`src/rtl/data_mem_pkg.sv`:
```
// Shared definitions for the data memory arbiter: FSM states, funct3 size
// codes, memory depth, response record and the alignment helper.
package data_mem_pkg;

    typedef enum logic [1:0] {
        IDLE = 2'd0,
        OWN0 = 2'd1,
        OWN1 = 2'd2
    } arb_state_e;

    localparam logic [1:0] SZ_B = 2'b00;
    localparam logic [1:0] SZ_H = 2'b01;
    localparam logic [1:0] SZ_W = 2'b10;

    localparam int MEM_DEPTH = 16385;

    // Registered per-port load response.
    typedef struct packed {
        logic        rvalid;
        logic [31:0] rdata;
    } arb_rsp_t;

    // True when the access is misaligned for its size or uses the reserved size.
    function automatic logic bad_access(input logic [1:0] addr_lo, input logic [2:0] funct3);
        logic bad;
        case (funct3[1:0])
            SZ_B:    bad = 1'b0;
            SZ_H:    bad = addr_lo[0];
            SZ_W:    bad = (addr_lo != 2'b00);
            default: bad = 1'b1;
        endcase
        return bad;
    endfunction

endpackage

```
`src/rtl/data_mem_rr_pick.sv`:
```
// Two-input round-robin picker: on a tie the port that did not win last time
// is granted. Purely combinational.
module data_mem_rr_pick (
    input  logic       req0,
    input  logic       req1,
    input  logic       last_grant,
    output logic [1:0] gnt
);

    // Tie goes to the port other than last_grant; a lone request always wins.
    always_comb begin
        gnt = {req1, req0};
        if (req0 && req1)
            gnt = last_grant ? 2'b01 : 2'b10;
    end

endmodule

```
`src/rtl/data_mem_arbiter.sv`:
```
// Two-port arbiter in front of the single-port data memory. Round-robin in
// IDLE, optional bus lock bounded by MAX_LOCK, registered one-cycle load
// response. Optional alignment checking under DATA_MEM_ARB_ALIGN_CHECK_EN.
module data_mem_arbiter
    import data_mem_pkg::*;
#(
    parameter int ADDR_W   = 32,
    parameter int MAX_LOCK = 8
) (
    input  logic              clock,
    input  logic              reset_n,
    input  logic              req0,
    input  logic              req1,
    input  logic              lock0,
    input  logic              lock1,
    input  logic [ADDR_W-1:0] addr0,
    input  logic [ADDR_W-1:0] addr1,
    input  logic [31:0]       wdata0,
    input  logic [31:0]       wdata1,
    input  logic              we0,
    input  logic              we1,
    input  logic [2:0]        funct3_0,
    input  logic [2:0]        funct3_1,
    output logic              gnt0,
    output logic              gnt1,
    output logic              rvalid0,
    output logic              rvalid1,
    output logic [31:0]       rdata0,
    output logic [31:0]       rdata1,
    output logic              err0,
    output logic              err1,
    output logic [ADDR_W-1:0] mem_rw_addr,
    output logic [31:0]       mem_w_data,
    output logic              mem_w_en,
    output logic [2:0]        mem_funct3,
    input  logic [31:0]       mem_r_data
);

    localparam logic [7:0] MAX_CNT = 8'(MAX_LOCK);

    arb_state_e state;
    logic       last_grant;
    logic [7:0] lock_cnt;
    logic [7:0] cnt_inc;
    logic [1:0] pick_req, pick_gnt, gnt;
    logic       any_gnt, sel1, beat_we, beat_lock, own_lock;
    logic       reject, is_load;
    arb_rsp_t   rsp0, rsp1;

    // A lock owner masks out the other port entirely.
    always_comb begin
        case (state)
            IDLE:    pick_req = {req1, req0};
            OWN0:    pick_req = {1'b0, req0};
            OWN1:    pick_req = {req1, 1'b0};
            default: pick_req = 2'b00;
        endcase
    end

    data_mem_rr_pick u_pick (
        .req0       (pick_req[0]),
        .req1       (pick_req[1]),
        .last_grant (last_grant),
        .gnt        (pick_gnt)
    );

    // No grant, and therefore no write, while reset is held.
    assign gnt     = reset_n ? pick_gnt : 2'b00;
    assign gnt0    = gnt[0];
    assign gnt1    = gnt[1];
    assign any_gnt = |gnt;
    assign sel1    = gnt[1];

    // Port 0 drives the bus whenever port 1 is not the winner.
    assign mem_rw_addr = sel1 ? addr1    : addr0;
    assign mem_w_data  = sel1 ? wdata1   : wdata0;
    assign mem_funct3  = sel1 ? funct3_1 : funct3_0;
    assign beat_we     = sel1 ? we1      : we0;
    assign beat_lock   = sel1 ? lock1    : lock0;
    assign own_lock    = (state == OWN1) ? lock1 : lock0;
    assign cnt_inc     = lock_cnt + 8'd1;

`ifdef DATA_MEM_ARB_ALIGN_CHECK_EN
    assign reject = any_gnt & bad_access(mem_rw_addr[1:0], mem_funct3);
`else
    assign reject = 1'b0;
`endif

    assign mem_w_en = any_gnt & beat_we & ~reject;
    assign is_load  = any_gnt & ~beat_we & ~reject;

    // Ownership FSM with bounded lock counter and round-robin history.
    always_ff @(posedge clock or negedge reset_n) begin
        if (!reset_n) begin
            state      <= IDLE;
            last_grant <= 1'b1;
            lock_cnt   <= 8'd0;
        end else begin
            if (any_gnt)
                last_grant <= sel1;
            case (state)
                IDLE: begin
                    // With MAX_LOCK=1 the first beat already exhausts the lock.
                    if (any_gnt && beat_lock && !reject && (MAX_LOCK > 1)) begin
                        state    <= sel1 ? OWN1 : OWN0;
                        lock_cnt <= 8'd1;
                    end
                end
                OWN0, OWN1: begin
                    if (any_gnt) begin
                        if (!beat_lock || reject || (cnt_inc == MAX_CNT)) begin
                            state    <= IDLE;
                            lock_cnt <= 8'd0;
                        end else begin
                            lock_cnt <= cnt_inc;
                        end
                    end else if (!own_lock) begin
                        state    <= IDLE;
                        lock_cnt <= 8'd0;
                    end
                end
                default: begin
                    state    <= IDLE;
                    lock_cnt <= 8'd0;
                end
            endcase
        end
    end

    // Load responses: capture memory data for the winner, pulse rvalid once.
    always_ff @(posedge clock or negedge reset_n) begin
        if (!reset_n) begin
            rsp0 <= '0;
            rsp1 <= '0;
        end else begin
            rsp0.rvalid <= gnt[0] & is_load;
            rsp1.rvalid <= gnt[1] & is_load;
            if (gnt[0] && is_load)
                rsp0.rdata <= mem_r_data;
            else if (gnt[0] && reject)
                rsp0.rdata <= 32'd0;
            if (gnt[1] && is_load)
                rsp1.rdata <= mem_r_data;
            else if (gnt[1] && reject)
                rsp1.rdata <= 32'd0;
        end
    end

    assign rvalid0 = rsp0.rvalid;
    assign rvalid1 = rsp1.rvalid;
    assign rdata0  = rsp0.rdata;
    assign rdata1  = rsp1.rdata;

`ifdef DATA_MEM_ARB_ALIGN_CHECK_EN
    logic err0_q, err1_q;

    // Error response for rejected beats, same timing as rvalid.
    always_ff @(posedge clock or negedge reset_n) begin
        if (!reset_n) begin
            err0_q <= 1'b0;
            err1_q <= 1'b0;
        end else begin
            err0_q <= gnt[0] & reject;
            err1_q <= gnt[1] & reject;
        end
    end

    assign err0 = err0_q;
    assign err1 = err1_q;
`else
    assign err0 = 1'b0;
    assign err1 = 1'b0;
`endif

endmodule

```
`config.mk`:
```
export PLATFORM = sky130hd
export DESIGN_NAME = data_mem_arbiter
export DESIGN_NICKNAME = d
export VERILOG_FILES = /design/src/rtl/data_mem_pkg.sv /design/src/rtl/data_mem_rr_pick.sv /design/src/rtl/data_mem_arbiter.sv
export SDC_FILE = /design/constraint.sdc
export NUM_CORES = 1
export LEC_CHECK = 0
export ABC_CLOCK_PERIOD_IN_PS = 2700
export CORE_MARGIN = 2
export CORE_UTILIZATION = 30
export DETAILED_ROUTE_END_ITERATION = 10
export GPL_ROUTABILITY_DRIVEN = 0
export MAX_ROUTING_LAYER = met4
export PLACE_DENSITY_LB_ADDON = 0.12
export SKIP_LAST_GASP = 1
export SYNTH_ARGS = -nofsm -noshare
export SYNTH_HDL_FRONTEND = slang
export SYNTH_SLANG_ARGS = --single-unit
```
`constraint.sdc`:
```
create_clock -name clock -period 2.7 [get_ports clock]
set_input_delay 0.405 -clock clock [delete_from_list [all_inputs] [get_ports clock]]
set_output_delay 0.405 -clock clock [all_outputs]
set_load 0.05 [all_outputs]
```
After elaboration in Yosys (flattened, before gate mapping)
Index checks and enable logic that the tools add are counted.
W data, S select, Z words.
Word-level totals
  register bits after elaboration: 77
  bits of input ports: 174
  output and inout port bits: 138
  word-level logic and storage cells: 51
Operators by class
  add/sub/neg operators: 1
  eq/ne operators: 6
  mux-type cells: 21
  bitwise gates (word level): 5
  reduce and logical (&&, ||, !) cells: 11
Operators with widths (count)
  $mux W32: 2
  $mux W8: 4
  $mux W2: 8
  $pmux W8 S2: 1
  $add A8 B1 Y8 const B: 1
  $eq A8 B4 Y1 const B: 1
  $ne A3 B3 Y1 const B: 2
  $pmux W2 S3: 1
  $and A1 B1 Y1: 4
  $logic_and A1 B1 Y1: 4
  $pmux W2 S2: 1
  $reduce_or A2 Y1: 2
  $mux W1: 3
  $mux W3: 1
  $reduce_and A3 Y1: 1
  $eq A2 B1 Y1 const B: 1
  $eq A2 B2 Y1 const B: 1
  $logic_not A2 Y1: 1
  $ne A2 B2 Y1 const B: 1
  $reduce_and A2 Y1: 1
  $logic_not A1 Y1: 1
  $logic_or A1 B1 Y1: 1
  $not A1 Y1: 1

Depth between registers and ports, before layout
Gate-level depths: netlist of run 1.
  word-level depth: 11
  mapped depth: 10
  gate-level depth less buffers: 8

Modules after synthesis
A second synthesis of run 1 with hierarchy kept.
Unflattened totals
  cell total of the unflattened synthesis: 374
  area total of the unflattened synthesis: 4124.0 um2
By module, submodules not included
  data_mem_arbiter: times used 1, cells an instance 371, area each 4105.2 um2, seq. area each 1928.1 um2
  data_mem_rr_pick: times used 1, cells an instance 3, area each 18.8 um2, seq. area each 0.0 um2

Worst setup path after synthesis of run 1
No wires, ideal clock.
  kind: reg-to-output
  start point: reg state[1]
  end point: out mem_w_en
  data arrival time: 2.333 ns
  data required time: 2.295 ns
  path slack: -0.038 ns
  cell stages (with the launch flop): 7
  buffers on the path: 1
  path through: dfrtp_1 > inv_1 > ha_1 > buf_4 > o2111ai_1 > nor2_1 > a22o_1
Between the ends
  longest elaborated chain between the ends: 7
  elaborated cells between the ends (all ways): 10
  those cells by class: 2 x eq/ne; 4 x mux; 1 x bitwise; 3 x reduce/logical
Ends and longest elaborated chain
  start, declared: RTL line data_mem_arbiter.sv:41  | arb_state_e state;
  start signal, assigned: RTL line data_mem_arbiter.sv:105  | state <= sel1 ? OWN1 : OWN0;
  $eq A2 B2 Y1 (tied with other cells): RTL line data_mem_arbiter.sv:52  | case (state)
  $pmux W2 S3 (*): RTL line data_mem_arbiter.sv:52
  $logic_and A1 B1 Y1: RTL line data_mem_rr_pick.sv:13  | if (req0 && req1)
  $mux W2 (*): RTL line data_mem_rr_pick.sv:13
  $mux W2 (*): RTL line data_mem_arbiter.sv:68  | assign gnt = reset_n ? pick_gnt : 2'b00;
  via gnt0: RTL line data_mem_arbiter.sv:24  | output logic gnt0,
  $reduce_or A2 Y1 (*): RTL line data_mem_arbiter.sv:71  | assign any_gnt = |gnt;
  $and A1 B1 Y1 (*): RTL line data_mem_arbiter.sv:89  | assign mem_w_en = any_gnt & beat_we & ~reject;
  end, declared: RTL line data_mem_arbiter.sv:34  | output logic mem_w_en,
The timed path passes the listed nets; every way through them passes the cells marked *.

Worst setup path in the final report of run 1
  start point: reg state[0]
  end point: out mem_w_data[18]
Between the ends
  longest elaborated chain between the ends: 6
  elaborated cells between the ends (all ways): 8
  those cells by class: 2 x eq/ne; 4 x mux; 2 x reduce/logical
Ends and longest elaborated chain
  $eq A2 B2 Y1 (tied with other cells): RTL line data_mem_arbiter.sv:52
  $pmux W2 S3 (*): RTL line data_mem_arbiter.sv:52
  $logic_and A1 B1 Y1: RTL line data_mem_rr_pick.sv:13
  $mux W2 (*): RTL line data_mem_rr_pick.sv:13
  $mux W2 (*): RTL line data_mem_arbiter.sv:68
  $mux W32 (*): RTL line data_mem_arbiter.sv:76  | assign mem_w_data = sel1 ? wdata1 : wdata0;
  end, declared: RTL line data_mem_arbiter.sv:33  | output logic [31:0] mem_w_data,
Mark *: on every way between the ends. The rest lies on a longest branch, timed or not.

==> impl_metrics.toml, run 1 <==
[status]
status = "finished with violations"
violations = "setup timing"

[floorplan]
io_pins = 312
dieArea_um2 = 14580
rows = 42
core_um2 = 13300
initial_core_util_pct = 30.76
die_w_um = 120.8
chipHeight_um = 120.8

[hold_path]
hold_class = "in2async"

[clocking]
path_clk_slew_ps = 60
clockRootBuffer = "clkbuf_16"
htree_levels = 3
clockBufferDepth = 2
cts_sinks = 77
clock_latency_ps = 330
cts_tree = "done"
cts.hold.buffers_added = 0
cts_inserted_buffers = 9

[setup_path]
cp.arrival_ps = 2320
cp-end-kind = "primary output"
worstPathRequired_ps = 2300
worstSetupPathType = "reg2out"
critPathMaxFanout = 17
startpoint_type = "register"

[power]
p_leak_nw = 3.926
ir_drop_uv = 937.6
power_density_nw_per_um2 = 1107
power.total_w = 0.009989

[synthesis]
ys_types = 41
synth_fa_ha_area_share_pct = 1.530
synth.avg_cell_area_um2 = 9.089
synthCells = 450
synth_simple_gate_area_share_pct = 25.08
synth_seq_cells = 77
synth_area_leaders = "dfrtp_1 (46%), nand2_1 (19%), mux2_2 (18%), ha_1 (1.5%), buf_2 (1.5%)"
synth_warnings = 0
yosysTopAreaCell = "dfrtp_1"
synth.top_cell.area_share_pct = 46.50
synthMuxAreaShare_pct = 17.86
netlist_area_um2 = 4090
synth_top_family_by_area = "simple AND/OR/NAND/NOR gates"
ys_seq_area_share_pct = 47.14
synth_xor_area_share_pct = 0.2141
synth_compound_area_share_pct = 4.313

[global_route]
grt_pass1_wl_um = 27830
grt_overflow = 0
grt_pass1_vias = 4906
gr-usage-all-layers_pct = 26.20
antenna_found_initial = 3
grt_max_degree = 61

[final_layout]
fillers = 1021
fin_area_um2 = 9020
multi_input_area_um2 = 2252
regArea_um2 = 1931
nNetsFinal = 951
syn_to_final_growth_pct = 120.5
final_cells = 957
drive_above_1_share_pct = 34.49

[timing]
fin_ws_ps = -26.88
rsz0062_at_grt = "true"
fin_skew_ps = 7.270
finalHoldViolCount = 0
worst_pin_slew_ps = 751.3
fmax_mhz = 366.7
fin_crit_sh_pct = 101.0
relSlewSlack_pct = 49.91
min_period_ps = 2727
drv_slew = 0
setup_viol = 10
setup_tns_ps = -101.8

[placed_design]
dp.cells = 923
port_buffers = 309
dp_hpwl_um = 13960
place_area_um2 = 8119
post-place-ws_ps = -80.13

[routing]
drtIter0Drc = 211
routed_wl_um = 18870
drtPass1Iterations = 6
viasPerCell = 4.838
dr_total_vias = 4630
routedWlPerCell_um = 19.72
final_antenna_net_count = 0
route.detailed.drc = 0

[run]
drv_cap = 0
==> worst paths after layout <==
kind	startpoint	endpoint	slack, ps	cells past startpoint
max in group asynchronous	reset_n	rdata0[19]	1600	3
min in group clock	reset_n	last_grant	420	3
max	state[0]	mem_w_data[18]	-30	10
min reg2reg	rdata0[26]	rdata0[26]	500	1
min	reset_n	rdata1[3]	70	2
max reg2reg	state[0]	rdata1[18]	400	9
==> stage by stage <==
stage,utilization [%],hold WS (ps)
4_1_cts,67.50,71.66
5_1_grt,67.82,81.00
3_5_place_dp,61.07,423.7
3_3_place_gp,61.07,417.3
6_report,67.84,74.14
2_1_floorplan,-,109.4
==> layer usage <==
metal  part of all wire [%]  GRT usage [%]  vias to the layer above
met5                      0              -                        -
met4                    3.1          8.794                        0
met3                     11          11.08                       36
met2                     50          43.75                      239
met1                     36          28.08                     2218
li1                       -              -                     2137
==> cells in the final DEF (no fill, tap or decap), drive strengths merged, types with 6 or more instances in the layout <==
cell type	instances
nor2	6
buf	97
clkdlybuf4s50	238
mux2	64
nand2	211
clkbuf	9
dfrtp	76
nand3	10
o21ai	11
==> state kept, by name, indices dropped and copies added, names as in the netlist <==
signal,count
rvalid1,1
rdata1,32
lock_cnt,8
rvalid0,1
rdata0,32
last_grant,1
state,2
==> worst max-delay path, stage by stage (launching register included) <==
cell	delay [ps]
dfrtp_2	420
inv_2	70
ha_4	180
nor2_4	100
and4bb_2	250
or2_4	300
buf_12	170
buf_16	160
nand2_1	90
nand2_2	90
buf_12	160
==> layout make-up <==
class                      instances  area share, %
sequential                        77          21.40
tap                              176          2.441
antenna                            4         0.1110
timing repair buffer             335          46.76
inverter                           5         0.2913
clock inverter                     7          1.526
clock buffer                       9          2.497
multi-input combinational        344          24.97
==> cell usage after synthesis, drive strengths merged <==
library cell and instances:
or2 1, o32a 1, nand2b 2, xnor2 1
clkbuf 5, dfstp 1, nor2b 2, mux2 64
a21oi 2, ha 5, conb 1, a22o 2
nand3 10, o21ai 11, o21a 1, nand2 211
a221o 2, buf 20, mux2i 1, and4bb 1
nor3b 2, nor2 6, dfrtp 76, inv 5
or3 1, nor3 4, nor4b 1, o2111ai 2
o211ai 3, a2bb2oi 1, or4b 2, and3 3
==> kinds of logic (layout without fill, tap and decap cells) <==
| family | count (synthesis) | after routing |
|---|---|---|
| adder cells (fa/ha/maj) | 5 | 5 |
| other | 1 | 6 |
| XOR/XNOR | 1 | 1 |
| multiplexers | 65 | 65 |
| AND/OR/NAND/NOR | 246 | 246 |
| buffers and inverters | 30 | 356 |
| AO/OA/AOI/OAI | 25 | 25 |
| flip-flops | 77 | 77 |
==> timing repair <==
action,4_1_cts,5_1_grt
hold endpoints to repair,0,0
resized for setup,79,23
pin swaps,5,3
setup buffers,8,0
endpoints found under the setup margin,69,69
gates cloned,7,0
==> power breakdown <==
part,switching [W],internal [W],leakage (nW)
sequential,0.000301,0.00169,0.935
combinational,0.00388,0.00268,2.82
clock,0.000452,0.000992,0.175
No activity file was read; power rests on OpenSTA's default activity.
==> run 2: changes to the inputs <==
--- a/config.mk
+++ b/config.mk
@@ -9,6 +9,7 @@
 export CORE_MARGIN = 2
 export CORE_UTILIZATION = 30
 export DETAILED_ROUTE_END_ITERATION = 10
+export DONT_BUFFER_PORTS = 1
 export GPL_ROUTABILITY_DRIVEN = 0
 export MAX_ROUTING_LAYER = met4
 export PLACE_DENSITY_LB_ADDON = 0.12
==> impl_metrics.toml, run 2 (synthesis gave the netlist of run 1 again) <==
[final_layout]
final_cell_mix = "nand2_2 (92), nand2_1 (88), dfrtp_1 (75), buf_12 (75), mux2_2 (64)"
nNetsFinal = 728
final_cells = 730
drive_above_1_share_pct = 60.51
final_common_cell = "nand2_2"
fin_area_um2 = 7061
syn_to_final_growth_pct = 72.62

[setup_path]
critPathMaxFanout = 5
cp-end-kind = "primary output"
crit_chain = "inv_2, ha_4, nor2_4, and4bb_2, or2_4, inv_8, buf_8, clkbuf_16, nand2_1, nand2_2, buf_12"
cp.arrival_ps = 2300
max_stage_delay_ps = 420
startpoint_type = "register"
worstSetupPathType = "reg2out"
slowest_stage = "dfrtp_2"
worstPathRequired_ps = 2300

[routing]
drtPass1Iterations = 6
routedWlPerCell_um = 22.90
viasPerCell = 5.189
dr_total_vias = 3788
route.detailed.drc = 0
final_antenna_net_count = 0
routed_wl_um = 16720
drtIter0Drc = 260

[clocking]
clockRootBuffer = "clkbuf_16"
clockBufferDepth = 2
cts_sinks = 77
path_clk_slew_ps = 60
htree_levels = 3
clock_latency_ps = 330
cts_inserted_buffers = 9
cts_tree = "done"

[floorplan]
chipHeight_um = 120.8
dieArea_um2 = 14580
initial_core_util_pct = 30.76
rows = 42
io_pins = 312
die_w_um = 120.8
core_um2 = 13300

[timing]
fin_skew_ps = 4.008
rsz0062_at_grt = "true"
fin_ws_ps = -2.144
relSlewSlack_pct = 61.95
fin_crit_sh_pct = 100.1
finalHoldViolCount = 0
setup_viol = 3
fmax_mhz = 370.1
min_period_ps = 2702
worst_pin_slew_ps = 570.2
drv_slew = 0

[status]
status = "finished with violations"
violations = "setup timing"

[global_route]
grt_pass1_wl_um = 21930
antenna_found_initial = 2
grt_overflow = 0
grt_pass1_vias = 3594
gr-usage-all-layers_pct = 20.74
grt_max_degree = 78

[placed_design]
port_buffers = 0
post-place-ws_ps = -55.87
dp.cells = 683
dp_hpwl_um = 10990
place_area_um2 = 5697

[power]
p_leak_nw = 3.227
power.total_w = 0.008648
ir_drop_uv = 749.9
power_density_nw_per_um2 = 1225

[hold_path]
hold_class = "in2reg"

[run]
drv_cap = 0
## run 2: changes by cell type in the layout (fill, tap and decap cells not counted), sizes merged
cell	delta
buf	+8
clkbuf	+9
dlygate4sd3	+1
diode	-2
bufinv	-4
clkinvlp	-1
clkdlybuf4s50	-238
## run 2: path summary, 6_finish.rpt
| check | start | to | slack (ps) | cells past startpoint |
|---|---|---|---|---|
| worst max register to register | state[0] | rdata1[16] | 150 | 11 |
| worst min register to register | last_grant | last_grant | 510 | 2 |
| min in group asynchronous | reset_n | rdata1[3] | 640 | 2 |
| worst min-delay path | mem_r_data[23] | rdata0[23] | 220 | 1 |
| max in group asynchronous | reset_n | last_grant | 1760 | 2 |
| worst max-delay path | state[0] | mem_w_data[18] | -2 | 11 |
## run 2: what timing repair did
| item | in CTS | in global routing |
|---|---|---|
| endpoints found under the setup margin | 101 | 67 |
| hold buffers | 2 | 0 |
| gates resized for setup | 72 | 115 |
| setup buffers | 11 | 4 |
| gates cloned | 5 | 9 |
| endpoints found under the hold margin | 77 | 0 |
| pin swaps | 5 | 38 |
## run 2: through the flow
stage | TNS (ps) | hold WS (ps) | utilization [%]
floorplan | 0 | 109.4 | -
global placement | 0 | 110.9 | 42.85
detailed placement | -1279 | 111.1 | 42.85
CTS | 0 | 214.5 | 48.57
global route | -3977 | 208.6 | 53.11
finish | -3.933 | 223.8 | 53.11
## run 2: power breakdown
group / internal [W] / switching [W] / total, W
Clock: 0.000658 / 0.000420 / 0.00108
Combinational: 0.00183 / 0.00188 / 0.00372
Sequential: 0.00165 / 0.00220 / 0.00385
Total: 0.00414 / 0.00451 / 0.00865
## run 2: cell type report
| type | count | area, µm² |
|---|---|---|
| antenna | 2 | 5.005 |
| timing repair buffer | 112 | 2053 |
| multi-input combinational | 344 | 2560 |
| clock buffer | 12 | 256.5 |
| inverter | 5 | 26.28 |
| sequential | 77 | 1929 |
| clock inverter | 2 | 10.01 |
| fill | 1142 | 6235 |
| tap | 176 | 220.2 |
## run 2: worst max-delay path: cells and delay by family (launching register included)
kind          cells  cell delay [ps]
fa+ha+maj         1              180
buf+inv           5              580
flops             1              420
simple gates      5              790
## run 2: metal layers
layer  track usage [%]  routed length [µm]  vias up
met1             23.36                6041     1851
met4             3.852                 303        0
met5                 -                   0        -
met3             10.05                2018       24
met2             33.86                8356      230
li1                  -                   -     1683
==> run 3: changes to the inputs <==
--- a/config.mk
+++ b/config.mk
@@ -5,6 +5,7 @@
 export SDC_FILE = /design/constraint.sdc
 export NUM_CORES = 1
 export LEC_CHECK = 0
+export ABC_AREA = 1
 export ABC_CLOCK_PERIOD_IN_PS = 2700
 export CORE_MARGIN = 2
 export CORE_UTILIZATION = 30
@@ -12,7 +13,7 @@
 export DONT_BUFFER_PORTS = 1
 export GPL_ROUTABILITY_DRIVEN = 0
 export MAX_ROUTING_LAYER = met4
-export PLACE_DENSITY_LB_ADDON = 0.12
+export PLACE_DENSITY = 0.47
 export SKIP_LAST_GASP = 1
 export SYNTH_ARGS = -nofsm -noshare
 export SYNTH_HDL_FRONTEND = slang
==> impl_metrics.toml, run 3 <==
[clocking]
cts_sinks = 77
cts_inserted_buffers = 9
clock_latency_ps = 330
clockRootBuffer = "clkbuf_16"
path_clk_slew_ps = 60
clockBufferDepth = 2
htree_levels = 3
cts_tree = "done"

[final_layout]
syn_to_final_growth_pct = 48.96
final_cells = 838
fin_area_um2 = 6212
final_common_cell = "nand2_1"
utilization_pct = 45.28
drive_above_1_share_pct = 22.60
final_cell_mix = "nand2_1 (298), dfrtp_1 (76), buf_12 (70), inv_1 (50), o21ai_0 (37)"
nNetsFinal = 829

[timing]
fin_skew_ps = 6.469
drv_slew = 0
setup_viol = 0
finalHoldViolCount = 0
relSlewSlack_pct = 63.47
whs_ps = 222.3
fin_crit_sh_pct = 96.76
min_period_ps = 2613
fmax_mhz = 382.8
worst_pin_slew_ps = 548.0
rsz0062_at_grt = "true"

[synthesis]
synth-edff-count = 0
synth_compound_area_share_pct = 11.22
synth.top_cell.area_share_pct = 45.60
synth_warnings = 0
ys.flop_type = "dfrtp_1"
synth_fa_ha_area_share_pct = 1.500
ys_seq_area_share_pct = 46.23
synth.avg_cell_area_um2 = 7.165
synthCells = 582
synthMuxAreaShare_pct = 0
synth_xor_area_share_pct = 0.2100
async_flop_share_pct = 100.0
yosysMostFrequentCell = "nand2_1"
netlist_area_um2 = 4170
ys_types = 28
synth_seq_cells = 77
yosysTopAreaCell = "dfrtp_1"
synth_area_leaders = "dfrtp_1 (46%), nand2_1 (27%), o21ai_2 (5.0%), inv_1 (4.7%), o21ai_0 (4.4%)"
synth_simple_gate_area_share_pct = 31.74
synth_commonest_cells = "nand2_1 (305), dfrtp_1 (76), inv_1 (52)"
synth_top_family_by_area = "simple AND/OR/NAND/NOR gates"

[run]
drv_cap = 0

[power]
p_leak_nw = 3.238
ir_drop_uv = 432.9
power_density_nw_per_um2 = 1425

[global_route]
grt_pass1_vias = 3749
grt_max_degree = 78
grt_pass1_wl_um = 21270
grt_overflow = 0
antenna_found_initial = 3
gr-usage-all-layers_pct = 19.78

[floorplan]
io_pins = 312
core_um2 = 13720
dieArea_um2 = 14860
rows = 43
chipHeight_um = 121.9
die_w_um = 121.9
initial_core_util_pct = 30.40

[placed_design]
dp_hpwl_um = 11330
port_buffers = 0
place_area_um2 = 5678
dp.cells = 809

[setup_path]
startpoint_type = "register"
cp-end-kind = "primary output"
worstSetupPathType = "reg2out"
r2r_setup_slack_ps = 360
critPathMaxFanout = 50
cp.arrival_ps = 2210
worstPathRequired_ps = 2300

[routing]
routed_wl_um = 15200
routedWlPerCell_um = 18.13
drtIter0Drc = 263
viasPerCell = 4.811
dr_total_vias = 4032
final_antenna_net_count = 0
route.detailed.drc = 0
drtPass1Iterations = 5

[hold_path]
hold_class = "in2reg"

[status]
status = "complete, no violations"
-- run 3: worst paths after layout --
kind | start | to | cells after the start
max in group asynchronous | reset_n | last_grant | 2
hold / removal | mem_r_data[20] | rdata0[20] | 2
setup / recovery | state[0] | mem_w_data[19] | 8
min in group asynchronous | reset_n | rdata1[15] | 2
hold reg to reg | last_grant | last_grant | 2
setup reg to reg | state[0] | state[1] | 15
-- run 3: routing by layer --
| layer | share of wire (%) | wire length [µm] | track usage (%) |
|---|---|---|---|
| met3 | 6.8 | 1039 | 4.120 |
| met2 | 52 | 7861 | 32.65 |
| met4 | 2.6 | 390 | 9.483 |
| met1 | 39 | 5905 | 22.98 |
| met5 | 0 | 0 | - |
-- run 3: kinds of logic (layout without fill, tap and decap cells) --
| group | after synthesis | after routing |
|---|---|---|
| compound gates | 75 | 75 |
| xor+xnor | 1 | 1 |
| fa+ha+maj | 5 | 5 |
| buf+inv | 84 | 155 |
| flops | 77 | 77 |
| other cells | 1 | 5 |
| simple gates | 339 | 340 |
-- run 3: final cells by class --
type	instances	area, µm²
flip-flops and latches	77	1928
well taps	180	225.2
repair buffers	85	1582
diodes	3	7.507
clock inverters	7	98.84
multi-input cells	423	1936
fillers	1311	7507
inverters	54	210.2
clock buffers	9	225.2
-- run 3: repair_timing --
item                                   4_1_cts  5_1_grt
endpoints found under the hold margin       77        0
hold buffers                                 2        0
cloned                                       3        0
gates resized for setup                      8       11
setup endpoints to repair                   62       30
buffers inserted                             4        1
pin swaps                                    2        2
-- run 3: through the flow --
stage | power, W | TNS, ps | setup WS, ps
6_report | 0.008850 | 0 | 87.47
5_1_grt | 0.009222 | -83.78 | -28.23
2_1_floorplan | 0.005673 | 0 | 56.98
3_3_place_gp | 0.007291 | 0 | 311.0
4_1_cts | 0.008880 | 0 | 32.15
3_5_place_dp | 0.007357 | 0 | 211.6
-- run 3: critical path, stage by stage, from the launching register on --
cell and delay, ps:
dfrtp_1 420, ha_1 270, nor2_1 190, nand3_2 180
nand2_8 140, buf_12 220, nand2_1 140, nand2_1 130
buf_12 140
-- run 3: power by group --
part | switching, W | leakage, nW | internal, W
logic | 0.00229 | 2.10 | 0.00161
clock network | 0.000497 | 0.161 | 0.000816
registers | 0.00202 | 0.972 | 0.00161
